==> src/rtl/enemy_formation_pkg.sv <==
// Shared types and constants for the enemy formation controller.
package enemy_formation_pkg;

  localparam int unsigned FRAC_BITS = 6;
  localparam int unsigned POS_W     = 18;
  localparam int unsigned SCREEN_H  = 480;

  typedef logic signed [POS_W-1:0] fixpos_t;

  typedef enum logic [1:0] {MOVE, DROP, HALT} form_state_t;

endpackage

==> src/rtl/formation_extent.sv <==
// Combinational extent of the live formation: outermost live columns,
// lowest live row and number of live enemies.
module formation_extent #(
  parameter int COLS = 4,
  parameter int ROWS = 2
) (
  input  logic [ROWS*COLS-1:0] aliveMask,
  output logic [2:0]           leftCol,
  output logic [2:0]           rightCol,
  output logic [1:0]           lowRow,
  output logic [4:0]           aliveCount
);

  logic [COLS-1:0] col_any;
  logic [ROWS-1:0] row_any;

  always_comb begin
    col_any    = '0;
    row_any    = '0;
    leftCol    = '0;
    rightCol   = '0;
    lowRow     = '0;
    aliveCount = '0;
    for (int r = 0; r < ROWS; r++) begin
      for (int c = 0; c < COLS; c++) begin
        col_any[c] = col_any[c] | aliveMask[r*COLS+c];
        row_any[r] = row_any[r] | aliveMask[r*COLS+c];
        aliveCount = aliveCount + 5'(aliveMask[r*COLS+c]);
      end
    end
    // descending scan leaves the lowest live column
    for (int c = COLS-1; c >= 0; c--) begin
      if (col_any[c]) leftCol = 3'(c);
    end
    for (int c = 0; c < COLS; c++) begin
      if (col_any[c]) rightCol = 3'(c);
    end
    for (int r = 0; r < ROWS; r++) begin
      if (row_any[r]) lowRow = 2'(r);
    end
  end

endmodule

==> src/rtl/enemy_formation_ctrl.sv <==
// Moves a ROWS x COLS enemy grid as one formation, draws it and removes hit enemies.
// Optional wave respawn after a full clear: define ENEMY_RESPAWN_EN.
module enemy_formation_ctrl
  import enemy_formation_pkg::*;
#(
  parameter int COLS         = 4,
  parameter int ROWS         = 2,
  parameter int OBJ_W        = 30,
  parameter int OBJ_H        = 30,
  parameter int PITCH_X      = 40,
  parameter int PITCH_Y      = 40,
  parameter int INITIAL_X    = 100,
  parameter int INITIAL_Y    = 60,
  parameter int BASE_SPEED   = 64,
  parameter int SPEED_STEP   = 16,
  parameter int DROP_Y       = 16,
  parameter int SCREEN_W     = 640,
  parameter int BOTTOM_LIMIT = 400
`ifdef ENEMY_RESPAWN_EN
  , parameter int RESPAWN_FRAMES = 60
`endif
) (
  input  logic                 clk,
  input  logic                 resetN,
  input  logic                 startOfFrame,
  input  logic [10:0]          pixelX,
  input  logic [10:0]          pixelY,
  input  logic                 shotHit,
  output logic                 drawingRequest,
  output logic [10:0]          offsetX,
  output logic [10:0]          offsetY,
  output logic [4:0]           hitIndex,
  output logic [10:0]          formationX,
  output logic [10:0]          formationY,
  output logic [ROWS*COLS-1:0] aliveMask,
  output logic [4:0]           aliveCount,
  output logic                 allDead,
  output logic                 reachedBottom
);

  localparam int      NUM    = ROWS * COLS;
  localparam fixpos_t INIT_X = fixpos_t'(INITIAL_X <<< FRAC_BITS);

  form_state_t        state_q, state_d;
  fixpos_t            x_q, x_d;
  logic [10:0]        y_q, y_d;
  logic               dir_q, dir_d;
  logic [NUM-1:0]     alive_q, alive_d;
  logic [4:0]         cnt_q;
  logic               all_dead_q;
  logic               reached_q, reached_d;

`ifdef ENEMY_RESPAWN_EN
  localparam int unsigned CNT_W = $clog2(RESPAWN_FRAMES + 1);
  logic               armed_q, armed_d;
  logic [CNT_W-1:0]   frame_cnt_q, frame_cnt_d;
  logic [3:0]         wave_q, wave_d;
`endif

  logic [2:0]         left_col, right_col;
  logic [1:0]         low_row;
  logic [4:0]         pop_cnt;
  logic               all_dead_c;

  formation_extent #(.COLS(COLS), .ROWS(ROWS)) u_extent (
    .aliveMask  (alive_q),
    .leftCol    (left_col),
    .rightCol   (right_col),
    .lowRow     (low_row),
    .aliveCount (pop_cnt)
  );

  assign all_dead_c    = (alive_q == '0);
  assign formationX    = 11'(x_q >>> FRAC_BITS);
  assign formationY    = y_q;
  assign aliveMask     = alive_q;
  assign aliveCount    = cnt_q;
  assign allDead       = all_dead_q;
  assign reachedBottom = reached_q;

  // Draw path: locate the cell under the pixel with compare chains.
  logic signed [12:0] fx, fy, dx, dy, rem_x, rem_y;
  logic [2:0]         col;
  logic [1:0]         row;
  logic [4:0]         idx;
  logic               in_box, cell_alive, draw_c;

  assign fx = 13'(x_q >>> FRAC_BITS);
  assign fy = {2'b00, y_q};
  assign dx = $signed({2'b00, pixelX}) - fx;
  assign dy = $signed({2'b00, pixelY}) - fy;

  always_comb begin
    col        = '0;
    row        = '0;
    rem_x      = dx;
    rem_y      = dy;
    cell_alive = 1'b0;
    for (int c = 1; c < COLS; c++) begin
      if (dx >= 13'(c * PITCH_X)) begin
        col   = 3'(c);
        rem_x = dx - 13'(c * PITCH_X);
      end
    end
    for (int r = 1; r < ROWS; r++) begin
      if (dy >= 13'(r * PITCH_Y)) begin
        row   = 2'(r);
        rem_y = dy - 13'(r * PITCH_Y);
      end
    end
    idx    = 5'(int'(row) * COLS + int'(col));
    in_box = !dx[12] && !dy[12] &&
             (dx < 13'(COLS * PITCH_X)) && (dy < 13'(ROWS * PITCH_Y)) &&
             (rem_x < 13'(OBJ_W)) && (rem_y < 13'(OBJ_H));
    for (int i = 0; i < NUM; i++) begin
      if (idx == 5'(i)) cell_alive = alive_q[i];
    end
    draw_c = in_box && cell_alive;
  end

  always_ff @(posedge clk or negedge resetN) begin
    if (!resetN) begin
      drawingRequest <= 1'b0;
      offsetX        <= '0;
      offsetY        <= '0;
      hitIndex       <= '0;
    end else begin
      drawingRequest <= draw_c;
      offsetX        <= draw_c ? 11'(rem_x) : '0;
      offsetY        <= draw_c ? 11'(rem_y) : '0;
      hitIndex       <= draw_c ? idx : '0;
    end
  end

  // Candidate step; speed follows the registered live count.
  logic signed [31:0] wave_bonus, cand_px;
  fixpos_t            speed, cand;
  logic               hit_edge;

`ifdef ENEMY_RESPAWN_EN
  assign wave_bonus = SPEED_STEP * int'(wave_q);
`else
  assign wave_bonus = '0;
`endif
  assign speed    = fixpos_t'(BASE_SPEED + SPEED_STEP * (NUM - int'(cnt_q)) + wave_bonus);
  assign cand     = dir_q ? (x_q - speed) : (x_q + speed);
  assign cand_px  = 32'(cand >>> FRAC_BITS);
  assign hit_edge = (cand_px + int'(left_col) * PITCH_X < 0) ||
                    (cand_px + int'(right_col) * PITCH_X + OBJ_W > SCREEN_W);

  always_comb begin
    state_d   = state_q;
    x_d       = x_q;
    y_d       = y_q;
    dir_d     = dir_q;
    alive_d   = alive_q;
    reached_d = reached_q;
`ifdef ENEMY_RESPAWN_EN
    armed_d     = armed_q;
    frame_cnt_d = frame_cnt_q;
    wave_d      = wave_q;
`endif
    if (shotHit && drawingRequest) begin
      for (int i = 0; i < NUM; i++) begin
        if (hitIndex == 5'(i)) alive_d[i] = 1'b0;
      end
    end
    if (startOfFrame) begin
      if (state_q != HALT && all_dead_c) begin
        state_d = HALT;
`ifdef ENEMY_RESPAWN_EN
        armed_d     = 1'b1;
        frame_cnt_d = '0;
`endif
      end else begin
        case (state_q)
          MOVE: begin
            if (hit_edge) begin
              dir_d   = ~dir_q;
              state_d = DROP;
            end else begin
              x_d = cand;
            end
          end
          DROP: begin
            y_d = y_q + 11'(DROP_Y);
            if (int'(y_d) + int'(low_row) * PITCH_Y + OBJ_H >= BOTTOM_LIMIT) begin
              reached_d = 1'b1;
              state_d   = HALT;
            end else begin
              state_d = MOVE;
            end
          end
          HALT: begin
`ifdef ENEMY_RESPAWN_EN
            // only a cleared wave is armed; a bottom halt stays put
            if (armed_q) begin
              if (frame_cnt_q == CNT_W'(RESPAWN_FRAMES - 1)) begin
                alive_d     = '1;
                x_d         = INIT_X;
                y_d         = 11'(INITIAL_Y);
                dir_d       = 1'b0;
                armed_d     = 1'b0;
                frame_cnt_d = '0;
                state_d     = MOVE;
                if (wave_q != 4'd8) wave_d = wave_q + 4'd1;
              end else begin
                frame_cnt_d = frame_cnt_q + CNT_W'(1);
              end
            end
`endif
          end
          default: state_d = HALT;
        endcase
      end
    end
  end

  always_ff @(posedge clk or negedge resetN) begin
    if (!resetN) begin
      state_q    <= MOVE;
      x_q        <= INIT_X;
      y_q        <= 11'(INITIAL_Y);
      dir_q      <= 1'b0;
      alive_q    <= '1;
      cnt_q      <= 5'(NUM);
      all_dead_q <= 1'b0;
      reached_q  <= 1'b0;
`ifdef ENEMY_RESPAWN_EN
      armed_q     <= 1'b0;
      frame_cnt_q <= '0;
      wave_q      <= '0;
`endif
    end else begin
      state_q    <= state_d;
      x_q        <= x_d;
      y_q        <= y_d;
      dir_q      <= dir_d;
      alive_q    <= alive_d;
      cnt_q      <= pop_cnt;
      all_dead_q <= all_dead_c;
      reached_q  <= reached_d;
`ifdef ENEMY_RESPAWN_EN
      armed_q     <= armed_d;
      frame_cnt_q <= frame_cnt_d;
      wave_q      <= wave_d;
`endif
    end
  end

endmodule

==> config.mk <==
export PLATFORM = sky130hd
export DESIGN_NAME = enemy_formation_ctrl
export DESIGN_NICKNAME = d
export VERILOG_FILES = /design/src/rtl/enemy_formation_pkg.sv /design/src/rtl/formation_extent.sv /design/src/rtl/enemy_formation_ctrl.sv
export SDC_FILE = /design/constraint.sdc
export NUM_CORES = 1
export LEC_CHECK = 0
export ABC_AREA = 0
export CAP_MARGIN = 40
export CORE_MARGIN = 2
export CORE_UTILIZATION = 51
export CTS_CLUSTER_DIAMETER = 80
export DETAILED_ROUTE_END_ITERATION = 10
export PLACE_DENSITY_LB_ADDON = 0.05
export SLEW_MARGIN = 20
export SYNTH_ARGS = -nofsm -noshare
export SYNTH_HDL_FRONTEND = slang
export SYNTH_SLANG_ARGS = --single-unit
export TNS_END_PERCENT = 1
==> constraint.sdc <==
create_clock -name clk -period 6.2 [get_ports clk]
set_clock_uncertainty 0.05 [all_clocks]
set_input_delay 1.24 -clock clk [delete_from_list [all_inputs] [get_ports clk]]
set_output_delay 1.24 -clock clk [all_outputs]
set_load 0.05 [all_outputs]
# Word-level counts from Yosys, hierarchy flattened
# Index checks and enable logic that the tools add are counted.
classes:
  addsub: 24
  mul: 3
  div_mod_pow: 0
  magnitude_cmp: 11
  eq_ne: 19
  n_shift: 0
  n_mux: 32
  bitwise: 10
  reduce_logical: 28
ops:
  columns: ["operator", "count"]
  rows:
  - ["two-way mux 13 bit", 4]
  - ["== test 5 x 3 -> 1 bit (second input constant)", 8]
  - ["adder 5 x 1 -> 5 bit", 6]
  - ["adder 12 x 10 -> 13 bit", 2]
  - ["greater-or-equal comparator 13 x 8 -> 1 bit (second input constant)", 2]
  - ["less-than comparator 13 x 6 -> 1 bit (second input constant)", 2]
  - ["subtractor 13 x 8 -> 13 bit (second input constant)", 2]
  - ["two-way mux 11 bit", 2]
  - ["== test 5 x 2 -> 1 bit (second input constant)", 4]
  - ["adder 18 x 11 -> 18 bit", 1]
  - ["two-way mux 18 bit", 1]
  - ["subtractor 18 x 11 -> 18 bit", 1]
  - ["AND reduction 2 bit", 8]
  - ["two-way mux 3 bit", 5]
  - ["adder 13 x 6 -> 14 bit (second input constant)", 1]
  - ["greater-than comparator 14 x 11 -> 1 bit (second input constant)", 1]
  - ["adder 12 x 5 -> 13 bit (second input constant)", 1]
  - ["greater-or-equal comparator 13 x 7 -> 1 bit (second input constant)", 1]
  - ["greater-or-equal comparator 13 x 9 -> 1 bit (second input constant)", 1]
  - ["less-than comparator 13 x 1 -> 1 bit (second input constant)", 1]
  - ["less-than comparator 13 x 9 -> 1 bit (second input constant)", 1]
  - ["subtractor 12 x 12 -> 13 bit", 1]
  - ["subtractor 12 x 7 -> 13 bit (second input constant)", 1]
  - ["subtractor 13 x 7 -> 13 bit (second input constant)", 1]
  - ["other kinds (30)", 69]
word_totals:
  register_bits: 75
  latch_bits: 0
  ram_bits: 0
  romBits: 0
  input_bits: 26
  output_inout_bits: 65
  elab_cells: 146
  n_memories: 0

# Logic depth before layout (Yosys ltp)
# Gate-level depths: netlist (run 1).
depth:
  word_depth: 17
  ltp_mapped: 32
  mapped_depth_nobuf: 30

# Modules after synthesis
# Synthesis (run 1) repeated with hierarchy kept, for this count alone.
unflattened:
  cells_unflattened: 764
  hier_area_um2: 7016.7
by_module_without_submodules:
  columns: ["module", "n_inst", "cells_per_inst", "area_each_um2", "seq_area_each_um2"]
  rows:
  - ["enemy_formation_ctrl", 1, 729, 6742.7, 1644.1]
  - ["formation_extent", 1, 35, 274.0, 0.0]

# Worst setup path before layout (run 1)
# Ideal clock, no wire load.
synth_path:
  path_kind: "register to register"
  from: "register cnt_q[0], in the netlist aliveCount[0]"
  to: "register x_q[7]"
  setup_time_ns: 0.125
  t_arrival_ns: 6.285
  required_time_ns: 6.025
  slack_ns: -0.259
  stages_incl_launch_ff: 30
  path_buffers: 2
  synth_period_minus_slack_ns: 6.459
  cell_sequence: "dfrtp_1 > inv_1 > ha_1 > buf_2 > xor2_1 > inv_1 > ha_1 > nor4_1 > a211oi_1 > a21oi_1 > ha_1 > inv_1 > nor2_1 > o31ai_1 > a21boi_0 > inv_1 > ha_1 > inv_1 > ha_1 > a21o_1 > a21oi_1 > o21bai_1 > a21o_1 > or4b_2 > mux2i_1 > o221ai_1 > a2111oi_0 > nor2_1 > buf_2 > mux2_2"
synth_between:
  elab_chain_len: 10
  elab_cells_between_ends: 13
  classes_between: "add/sub: 7; order compare: 2; mux: 1; bitwise: 1; reduce/logical: 2"
synth_rtl:
  columns: ["element", "line_no", "text"]
  rows:
  - ["start: declaration", "enemy_formation_ctrl.sv:49", "logic [4:0] cnt_q;"]
  - ["start signal: assignment", "enemy_formation_ctrl.sv:226", "cnt_q <= 5'(NUM);"]
  - ["start signal: assignment", "enemy_formation_ctrl.sv:240", "cnt_q <= pop_cnt;"]
  - ["subtractor 4 x 5 -> 6 bit (*)", "enemy_formation_ctrl.sv:145", "assign speed = fixpos_t'(BASE_SPEED + SPEED_STEP * (NUM - int'(cnt_q)) + wave_bonus);"]
  - ["adder 8 x 10 -> 11 bit (*)", "enemy_formation_ctrl.sv:145", null]
  - ["adder 18 x 11 -> 18 bit / subtractor 18 x 11 -> 18 bit (equally long branches)", "enemy_formation_ctrl.sv:146", "assign cand = dir_q ? (x_q - speed) : (x_q + speed);"]
  - ["two-way mux 18 bit (*)", "enemy_formation_ctrl.sv:146", null]
  - ["adder 12 x 10 -> 13 bit", "enemy_formation_ctrl.sv:149", "(cand_px + int'(right_col) * PITCH_X + OBJ_W > SCREEN_W);"]
  - ["adder 13 x 6 -> 14 bit", "enemy_formation_ctrl.sv:149", null]
  - ["greater-than comparator 14 x 11 -> 1 bit", "enemy_formation_ctrl.sv:149", null]
  - ["logical OR 1 bit", "enemy_formation_ctrl.sv:148", "assign hit_edge = (cand_px + int'(left_col) * PITCH_X < 0) ||"]
  - ["NOT 1 bit (no line)", null, null]
  - ["AND reduction 4 bit (no line)", null, null]
  - ["end signal: assignment", "enemy_formation_ctrl.sv:222", "x_q <= INIT_X;"]
  - ["end signal: assignment", "enemy_formation_ctrl.sv:236", "x_q <= x_d;"]
  - ["end: declaration", "enemy_formation_ctrl.sv:45", "fixpos_t x_q, x_d;"]
# Mark *: on every way between the ends. The rest lies on a longest branch, timed or not.
# A chain may end at the register's enable or synchronous reset.

# Worst setup path in the final report (run 1)
layout_path:
  from: "register cnt_q[0], in the netlist aliveCount[0]"
  to: "register x_q[5]"
layout_between:
  elab_chain_len: 10
  elab_cells_between_ends: 13
  classes_between: "add/sub: 7; order compare: 2; mux: 1; bitwise: 1; reduce/logical: 2"
layout_rtl:
  columns: ["element", "line_no", "text"]
  rows:
  - ["subtractor 4 x 5 -> 6 bit (*)", "enemy_formation_ctrl.sv:145", null]
  - ["adder 8 x 10 -> 11 bit (*)", "enemy_formation_ctrl.sv:145", null]
  - ["adder 18 x 11 -> 18 bit / subtractor 18 x 11 -> 18 bit (equally long branches)", "enemy_formation_ctrl.sv:146", null]
  - ["two-way mux 18 bit (*)", "enemy_formation_ctrl.sv:146", null]
  - ["via cand[11]", "enemy_formation_ctrl.sv:137", "fixpos_t speed, cand;"]
  - ["adder 12 x 10 -> 13 bit", "enemy_formation_ctrl.sv:149", null]
  - ["adder 13 x 6 -> 14 bit", "enemy_formation_ctrl.sv:149", null]
  - ["greater-than comparator 14 x 11 -> 1 bit", "enemy_formation_ctrl.sv:149", null]
  - ["logical OR 1 bit (*)", "enemy_formation_ctrl.sv:148", null]
  - ["NOT 1 bit (no line) (*)", null, null]
  - ["AND reduction 4 bit (no line) (*)", null, null]
# Mark *: on every way through the listed nets, which the timed path passes. The rest lies on a longest branch.

==> flow_summary.toml, run 1 <==
[clock_network]
cts_sinks = 64
cts_tree = "done"
postCtsHoldBufs = 0
cts-root-buf = "clkbuf_16"
h-tree-depth = 3
clkTransAtPathRegs_ps = 60
insertion_delay_ps = 340
cts_buffers = 9
cts_buffer_depth = 2

[worst_setup_path]
r2r-start = "aliveCount[0]$_DFF_PN0_"
worst_r2r_endpoint = "x_q[5]$_DFFE_PN0P_"
slowest_stage = "or4b_4"
rrSetupSlack_ps = 340
cp-start-kind = "register"
cp.arrival_ps = 6040
cp_slowest_stage_delay_ps = 520
crit_fanout = 7
crit_path_end_kind = "register"
critPathRequiredTime_ps = 6380
crit_top_cell = "ha_1"
worst-r2r-cell-count = 28
critPathKind = "register to register"

[synth]
ys.flop_type = "dfrtp_1"
synthArstFlopShare_pct = 100
synth_edf_count = 0
yosysSeqAreaShare_pct = 24.4
avgSynthCellArea_sq_um = 8.37
synthCells = 791
ys_ff_latch = 64
synth_cell_types = 83
synth_warnings = 0
synth_area_sq_um = 6620

[grt]
antenna_found_initial = 0
grt_max_degree = 65
grt_pass1_wl_microns = 30800
groute.usage.overall_pct = 27.0
gr-total-overflow = 0
grt_pass1_vias = 6304

[detailed_routing]
drc_errors = 0
wire_per_inst_microns = 17.3
totalWireLength_microns = 18900
vias_per_cell = 5.78
drtPass1Iterations = 5
ant_nets = 0
drt_iter0_drc = 321
dr_total_vias = 6330

[sta]
hold-worst-slack_ps = 412
maxSlewViolCount = 0
hold_viol = 0
slew_headroom_pct = 52.1
max_freq_mhz = 171
fin_setup_tns_ps = 0
setup_viol = 0
min_period_ps = 5860
tightest_slew_ps = 708
fin_crit_sh_pct = 94.5

[hold_path]
min_to = "reachedBottom$_DFFE_PN0P_"
hold_path.class = "register to register"
hold_path_depth = 1
hold_start = "reachedBottom$_DFFE_PN0P_"

[floorplan]
start_util_pct = 52.3
ios = 91
core_area_sq_um = 12700
die-width_microns = 118
dieArea_sq_um = 13900
num_rows = 41
die-height_microns = 118

[final_layout]
multi_input_area_sq_um = 4620
seq_area_sq_um = 1620
fillers = 1085
nNetsFinal = 1017
drive_gt1_share_pct = 17.1
area_delta_synth_final_pct = 27.3
stdcell_count = 1096
diodes = 0
final_area_sq_um = 8430

[placement]
port_buffers = 83
dpl_cell_area_sq_um = 7930
dp_hpwl_microns = 14800
gp_congestion = 0.935
dp.cells = 1073

[job]
cap_violations = 0

[run_status]
status = "finished clean"
[cells in the final DEF (no fill, tap or decap), types with 8 or more instances in the layout]
| cell type | Yosys | routed |
|---|---|---|
| a211oi_1 | 8 | 8 |
| dfstp_2 | 14 | 14 |
| clkbuf_16 | 0 | 9 |
| o211ai_1 | 8 | 8 |
| dfrtp_1 | 50 | 48 |
| nor2b_1 | 8 | 8 |
| xor2_1 | 13 | 10 |
| o21a_1 | 9 | 9 |
| clkdlybuf4s50_1 | 0 | 82 |
| a21o_1 | 17 | 17 |
| buf_4 | 20 | 68 |
| xnor2_1 | 40 | 38 |
| nand2_1 | 46 | 46 |
| and3_1 | 10 | 10 |
| inv_1 | 79 | 77 |
| nand3_1 | 17 | 17 |
| nand2b_1 | 9 | 9 |
| a21oi_1 | 47 | 46 |
| o21ai_0 | 28 | 27 |
| nor4_1 | 9 | 8 |
| o21bai_1 | 9 | 9 |
| ha_1 | 65 | 62 |
| nor2_1 | 60 | 59 |
| mux2i_1 | 15 | 14 |
| mux2_2 | 8 | 8 |
| nor3_1 | 43 | 43 |
[cell families after synthesis]
| logic type | count (synthesis) | share of synthesized area (%) |
|---|---|---|
| simple gates | 255 | 20.4 |
| flops | 64 | 24.4 |
| other cells | 2 | 0.113 |
| mux | 23 | 3.63 |
| fa+ha+maj | 72 | 14.4 |
| compound gates | 199 | 21.3 |
| xor+xnor | 55 | 7.50 |
| buf+inv | 121 | 8.29 |
[flip-flops by register name, indices dropped and copies added, names as in the netlist, 2 cells and up]
register,flops
x_q,14
offsetX,11
offsetY,11
aliveMask,8
formationY,7
aliveCount,4
hitIndex,3
state_q,2
[repair_timing]
item / in CTS / in global routing
setup endpoints to repair: 13 / 17
resized for setup: 3 / 21
buffers inserted: 0 / 4
pin swaps: 1 / 9
cloned: 0 / 1
[synthesized netlist by cell type, types with 6 or more instances]
| library cell | instances | share of area (%) |
|---|---|---|
| a211oi_1 | 8 | 0.91 |
| a21o_1 | 17 | 1.9 |
| a21oi_1 | 47 | 3.6 |
| and2_1 | 6 | 0.57 |
| and3_1 | 10 | 0.94 |
| buf_2 | 9 | 0.68 |
| buf_4 | 20 | 2.3 |
| clkbuf_1 | 10 | 0.57 |
| dfrtp_1 | 50 | 19 |
| dfstp_2 | 14 | 5.6 |
| fa_1 | 7 | 2.1 |
| ha_1 | 65 | 12 |
| inv_1 | 79 | 4.5 |
| mux2_2 | 8 | 1.4 |
| mux2i_1 | 15 | 2.3 |
| nand2_1 | 46 | 2.6 |
| nand2b_1 | 9 | 0.85 |
| nand3_1 | 17 | 1.3 |
| nor2_1 | 60 | 3.4 |
| nor2b_1 | 8 | 0.76 |
| nor3_1 | 43 | 3.2 |
| nor4_1 | 9 | 0.85 |
| o211ai_1 | 8 | 0.91 |
| o21a_1 | 9 | 1.0 |
| o21ai_0 | 28 | 2.1 |
| o21bai_1 | 9 | 1.0 |
| o31ai_1 | 7 | 0.79 |
| or2_2 | 6 | 0.57 |
| xnor2_1 | 40 | 5.3 |
| xor2_1 | 13 | 1.7 |
[stage by stage]
stage / setup WS [ps] / util [%]
2_1_floorplan: 9.07 / -
3_3_place_gp: -239 / 62.5
3_5_place_dp: -152 / 62.6
4_1_cts: 1.24 / 65.1
5_1_grt: -47.0 / 66.5
6_report: 340 / 66.5
[worst max-delay path by stage]
stage | from | endpoint | slack, ps | cells past startpoint
after floorplan | aliveCount[0]$_DFF_PN0_ | x_q[7]$_DFFE_PN0P_ | 9 | 29
after global placement | aliveCount[0]$_DFF_PN0_ | x_q[5]$_DFFE_PN0P_ | -240 | 27
after detailed placement | aliveCount[0]$_DFF_PN0_ | x_q[5]$_DFFE_PN0P_ | -150 | 27
after CTS | aliveCount[0]$_DFF_PN0_ | x_q[5]$_DFFE_PN0P_ | 1 | 27
after global routing | aliveCount[0]$_DFF_PN0_ | x_q[15]$_DFFE_PN0P_ | -50 | 30
final | aliveCount[0]$_DFF_PN0_ | x_q[5]$_DFFE_PN0P_ | 340 | 28
[critical path, delay by kind of cell, from the launching register on]
kind	cells	cell delay [ps]
AO/OA/AOI/OAI	10	1810
adder cells (fa/ha/maj)	4	1130
AND/OR/NAND/NOR	4	830
buffers and inverters	6	660
multiplexers	2	500
flip-flops	1	410
XOR/XNOR	2	350
[final cells by class]
cell class	count	area share (%)
inverters	79	3.52
well taps	172	2.55
flip-flops and latches	64	19.2
clock inverters	7	0.965
multi-input cells	612	54.8
repair buffers	153	16.2
clock buffers	9	2.67
[routing by layer]
metal / vias to the layer above / wire length [microns] / global-route usage, %
met2: 157 / 9360 / 46.9
met1: 3028 / 8090 / 32.8
met5: - / 0 / 0
met4: 0 / 675 / 10.7
met3: 52 / 805 / 5.47
li1: 3093 / - / -
Power of run 1 is left out: the tool's default activity adds up to more than one toggle a clock period on the data nets, which glitch-free logic cannot reach.
==> run 2: changes to the inputs <==
--- a/config.mk
+++ b/config.mk
@@ -12,7 +12,7 @@
 export CTS_CLUSTER_DIAMETER = 80
 export DETAILED_ROUTE_END_ITERATION = 10
 export PLACE_DENSITY_LB_ADDON = 0.05
-export SLEW_MARGIN = 20
+export SLEW_MARGIN = 10
 export SYNTH_ARGS = -nofsm -noshare
 export SYNTH_HDL_FRONTEND = slang
 export SYNTH_SLANG_ARGS = --single-unit
==> run 2 against run 1 <==
Sequential cell count unchanged. Worst hold slack lost 1.2 ps. Via count fell by 0.38%. Cell count is the same. Cell area is 0.45% lower. Critical path depth is 5 higher. Wire length up 0.53%. Global-route usage up 0.20 points. Fmax shrank 2.3%. Count of clock-buffer cells in the layout unchanged. Critical endpoint is now x_q[7]$_DFFE_PN0P_. Highest routed layer unchanged.
==> flow_summary.toml, run 2 (same netlist as run 1, synthesis figures left out) <==
[run_status]
status = "finished clean"

[worst_setup_path]
cp_slowest_stage_delay_ps = 400
crit_fanout = 8
r2r-start = "aliveCount[0]$_DFF_PN0_"
cp-start-kind = "register"
critPathBufInv = 8
cp.depth = 33
startpoint = "aliveCount[0]$_DFF_PN0_"
cp.arrival_ps = 6170
critPathRequiredTime_ps = 6380
slowest_stage = "dfrtp_2"
critPathKind = "register to register"
rrSetupSlack_ps = 200
crit_path_end_kind = "register"
worst-r2r-cell-count = 33
crit_family = "adder cells"

[final_layout]
largest_register_ffs = 14
post-route-util_pct = 66.2
stdcell_count = 1096
drive_gt1_share_pct = 16.5
top_regs = "x_q: 14 flops, offsetX: 11 flops, offsetY: 11 flops"
final_common_cell = "clkdlybuf4s50_1"
seq_area_sq_um = 1620
area_delta_synth_final_pct = 26.7
diodes = 0
nNetsFinal = 1017
final_area_sq_um = 8390
multi_input_area_sq_um = 4570
top_register = "x_q"
fillers = 1101
layout_common_cells = "clkdlybuf4s50_1, inv_1, buf_4, ha_1, nor2_1"

[clock_network]
insertion_delay_ps = 340
cts-root-buf = "clkbuf_16"
cts_buffer_depth = 2
cts_buffers = 9
h-tree-depth = 3
clkTransAtPathRegs_ps = 60
postCtsHoldBufs = 0
cts_tree = "done"
cts_sinks = 64

[sta]
tightest_slew_ps = 712
rsz0062_at_grt = "true"
slew_headroom_pct = 51.8
maxSlewViolCount = 0
fin_crit_sh_pct = 96.8
fin_setup_tns_ps = 0
hold_viol = 0
max_freq_mhz = 167
setup_viol = 0
min_period_ps = 6000

[hold_path]
hold_path_depth = 1
hold_path.class = "register to register"
hold_start = "reachedBottom$_DFFE_PN0P_"

[placement]
dp_hpwl_microns = 14800
dp.cells = 1074
gp_congestion = 0.935
dpl_cell_area_sq_um = 7940
port_buffers = 83

[floorplan]
core_area_sq_um = 12700
start_util_pct = 52.3
ios = 91
die-height_microns = 118
die-width_microns = 118
dieArea_sq_um = 13900
num_rows = 41

[grt]
groute.usage.overall_pct = 27.2
gr-total-overflow = 0
grt_pass1_vias = 6296
grt_max_degree = 65
grt_pass1_wl_microns = 30900
antenna_found_initial = 0

[detailed_routing]
totalWireLength_microns = 19000
ant_nets = 0
wire_per_inst_microns = 17.4
drtPass1Iterations = 5
dr_total_vias = 6306
drc_errors = 0
drt_iter0_drc = 340
vias_per_cell = 5.75

[job]
cap_violations = 0
-- run 2: worst paths after layout --
check | end
hold reg to reg | reachedBottom$_DFFE_PN0P_
max in group asynchronous | formationY[4]$_DFFE_PN1P_
min in group asynchronous | aliveCount[1]$_DFF_PN0_
hold / removal | reachedBottom$_DFFE_PN0P_
setup reg to reg | x_q[7]$_DFFE_PN0P_
setup / recovery | x_q[7]$_DFFE_PN0P_
-- run 2: repair_timing --
action                     in CTS  in global routing
pin swaps                       1                  5
setup endpoints to repair      12                 17
resized for setup               5                 12
setup buffers                   0                  4
-- run 2: routing by layer --
layer	track usage, %	part of all wire [%]	up-vias
met1	33.6	43	3029
met3	5.33	4.5	30
met4	9.04	1.8	0
li1	-	-	3085
met5	0	0	-
met2	47.5	51	162
-- run 2: final cells by class --
type	count	area share, %
clock inverter	7	0.969
sequential	64	19.3
timing repair buffer	154	16.4
multi-input combinational	611	54.5
tap	172	2.56
clock buffer	9	2.68
inverter	79	3.53
-- run 2: stage by stage --
stage | hold WS (ps) | setup WS (ps)
after floorplan | 401 | 9.07
after global placement | 393 | -239
after global routing | 420 | -140
after CTS | 412 | 14.7
after detailed placement | 398 | -171
final | 411 | 200
Power of run 2 is left out for the same reason.
==> run 3: changes to the inputs <==
--- a/config.mk
+++ b/config.mk
@@ -16,4 +16,4 @@
 export SYNTH_ARGS = -nofsm -noshare
 export SYNTH_HDL_FRONTEND = slang
 export SYNTH_SLANG_ARGS = --single-unit
-export TNS_END_PERCENT = 1
+export TNS_END_PERCENT = 20
==> constraint.sdc (replaced) <==
create_clock -name clk -period 6.2 [get_ports clk]
set_clock_uncertainty 0.05 [all_clocks]
set_input_delay 1.24 -clock clk [delete_from_list [all_inputs] [get_ports clk]]
set_output_delay 1.24 -clock clk [all_outputs]
set_load 0.01 [all_outputs]
==> run 3 against run 2 <==
Critical path depth is 4 lower. Cell area is 3.4% lower. Sequential cell count did not move. Worst hold slack barely moved. Fmax is 0.98% higher. Cell count is 3.4% lower. Setup slack gained 58 ps. Via count fell by 2.7%.
==> flow_summary.toml, run 3 (same netlist as run 1, synthesis figures left out) <==
[detailed_routing]
totalWireLength_microns = 18300
drtPass1Iterations = 5
drc_errors = 0
dr_total_vias = 6138
drt_iter0_drc = 266
wire_per_inst_microns = 17.3
ant_nets = 0
vias_per_cell = 5.80

[final_layout]
top_register = "x_q"
area_delta_synth_final_pct = 22.4
drive_gt1_share_pct = 12.7
layout_common_cells = "clkdlybuf4s50_1, inv_1, ha_1, nor2_1, dfrtp_1"
final_common_cell = "clkdlybuf4s50_1"
top_regs = "x_q: 14 flops, offsetX: 11 flops, offsetY: 11 flops"
largest_register_ffs = 14
diodes = 0
nNetsFinal = 980
final_area_sq_um = 8110

[worst_setup_path]
slowest_stage = "or4b_4"
cp-start-kind = "register"
cp_slowest_stage_delay_ps = 490
critPathRequiredTime_ps = 6370
crit_path_end_kind = "register"
critPathKind = "register to register"
worst-r2r-cell-count = 29
crit_top_cell = "ha_1"
crit_fanout = 8
cp.arrival_ps = 6110

[run_status]
status = "finished clean"

[grt]
grt_pass1_wl_microns = 29700
antenna_found_initial = 0
grt_max_degree = 65
grt_pass1_vias = 6021
groute.usage.overall_pct = 26.2
gr-total-overflow = 0

[hold_path]
hold_path_depth = 1
hold_path.class = "register to register"

[placement]
port_buffers = 83
dpl_cell_area_sq_um = 7650
gp_congestion = 0.881
dp_hpwl_microns = 14200

[clock_network]
cts-root-buf = "clkbuf_16"
postCtsHoldBufs = 0
clkTransAtPathRegs_ps = 60
cts_buffer_depth = 2
h-tree-depth = 3
cts_buffers = 9
insertion_delay_ps = 340
cts_tree = "done"
cts_sinks = 64

[floorplan]
die-width_microns = 118
ios = 91
start_util_pct = 52.3
core_area_sq_um = 12700
die-height_microns = 118
num_rows = 41
dieArea_sq_um = 13900

[sta]
tightest_slew_ps = 969
hold-worst-slack_ps = 411
setup_viol = 0
hold_viol = 0
max_freq_mhz = 168
slew_headroom_pct = 34.5
maxSlewViolCount = 0
min_period_ps = 5940
fin_crit_sh_pct = 95.8

[job]
cap_violations = 0
-- run 3: changes by cell type in the layout (fill, tap and decap cells not counted), moves of 2 or more --
cell	before	now
clkinv_2	0	2
dfrtp_2	2	0
dfrtp_1	48	50
clkinv_4	2	0
buf_4	68	33
-- run 3: final cells by class --
class	instances	area, sq um
clock buffers	9	225
clock inverters	7	71.3
fillers	1130	4570
inverters	79	297
multi-input cells	611	4580
flip-flops and latches	64	1620
well taps	172	215
repair buffers	117	1100
-- run 3: critical path: cells and delay by family (launching register included) --
family,cells,cell delay [ps]
AOI/OAI and AO/OA,8,1410
xor gates and xnor gates,3,510
adders and majority gates,5,1360
buffers and inverters,5,590
DFF,1,400
muxes,3,650
and+or+nand+nor,5,850
-- run 3: per-layer routing --
metal  up-vias  track usage, %  part of all wire (%)
met1      2933            32.6                    43
met4         0            9.04                   2.4
li1       3014               -                     -
met2       156            45.6                    50
met3        35            4.89                   4.7
met5         -               0                     0
-- run 3: what timing repair did --
item	CTS	global route
pin swaps	0	6
setup endpoints to repair	15	15
buffers inserted	0	5
gates resized for setup	6	12
-- run 3: final timing paths --
| kind | endpoint | from | slack, ps |
|---|---|---|---|
| max reg2reg | x_q[7]$_DFFE_PN0P_ | aliveCount[1]$_DFF_PN0_ | 260 |
| max | x_q[7]$_DFFE_PN0P_ | aliveCount[1]$_DFF_PN0_ | 260 |
| min reg2reg | reachedBottom$_DFFE_PN0P_ | reachedBottom$_DFFE_PN0P_ | 410 |
| min in group asynchronous | aliveCount[3]$_DFF_PN1_ | resetN | 880 |
| min | reachedBottom$_DFFE_PN0P_ | reachedBottom$_DFFE_PN0P_ | 410 |
| max in group asynchronous | aliveMask[6]$_DFFE_PN1P_ | resetN | 4850 |
-- run 3: per-stage QoR --
step	setup TNS (ps)	std cells	utilization, %	worst slack (ps)
floorplan	0	796	-	47.5
global placement	0	1037	60.3	67.7
detailed placement	-842	1037	60.3	-162
CTS	0	1053	62.9	16.3
global route	-128	1059	64.0	-70.0
finish	0	1059	64.0	258
Power of run 3 is left out for the same reason.
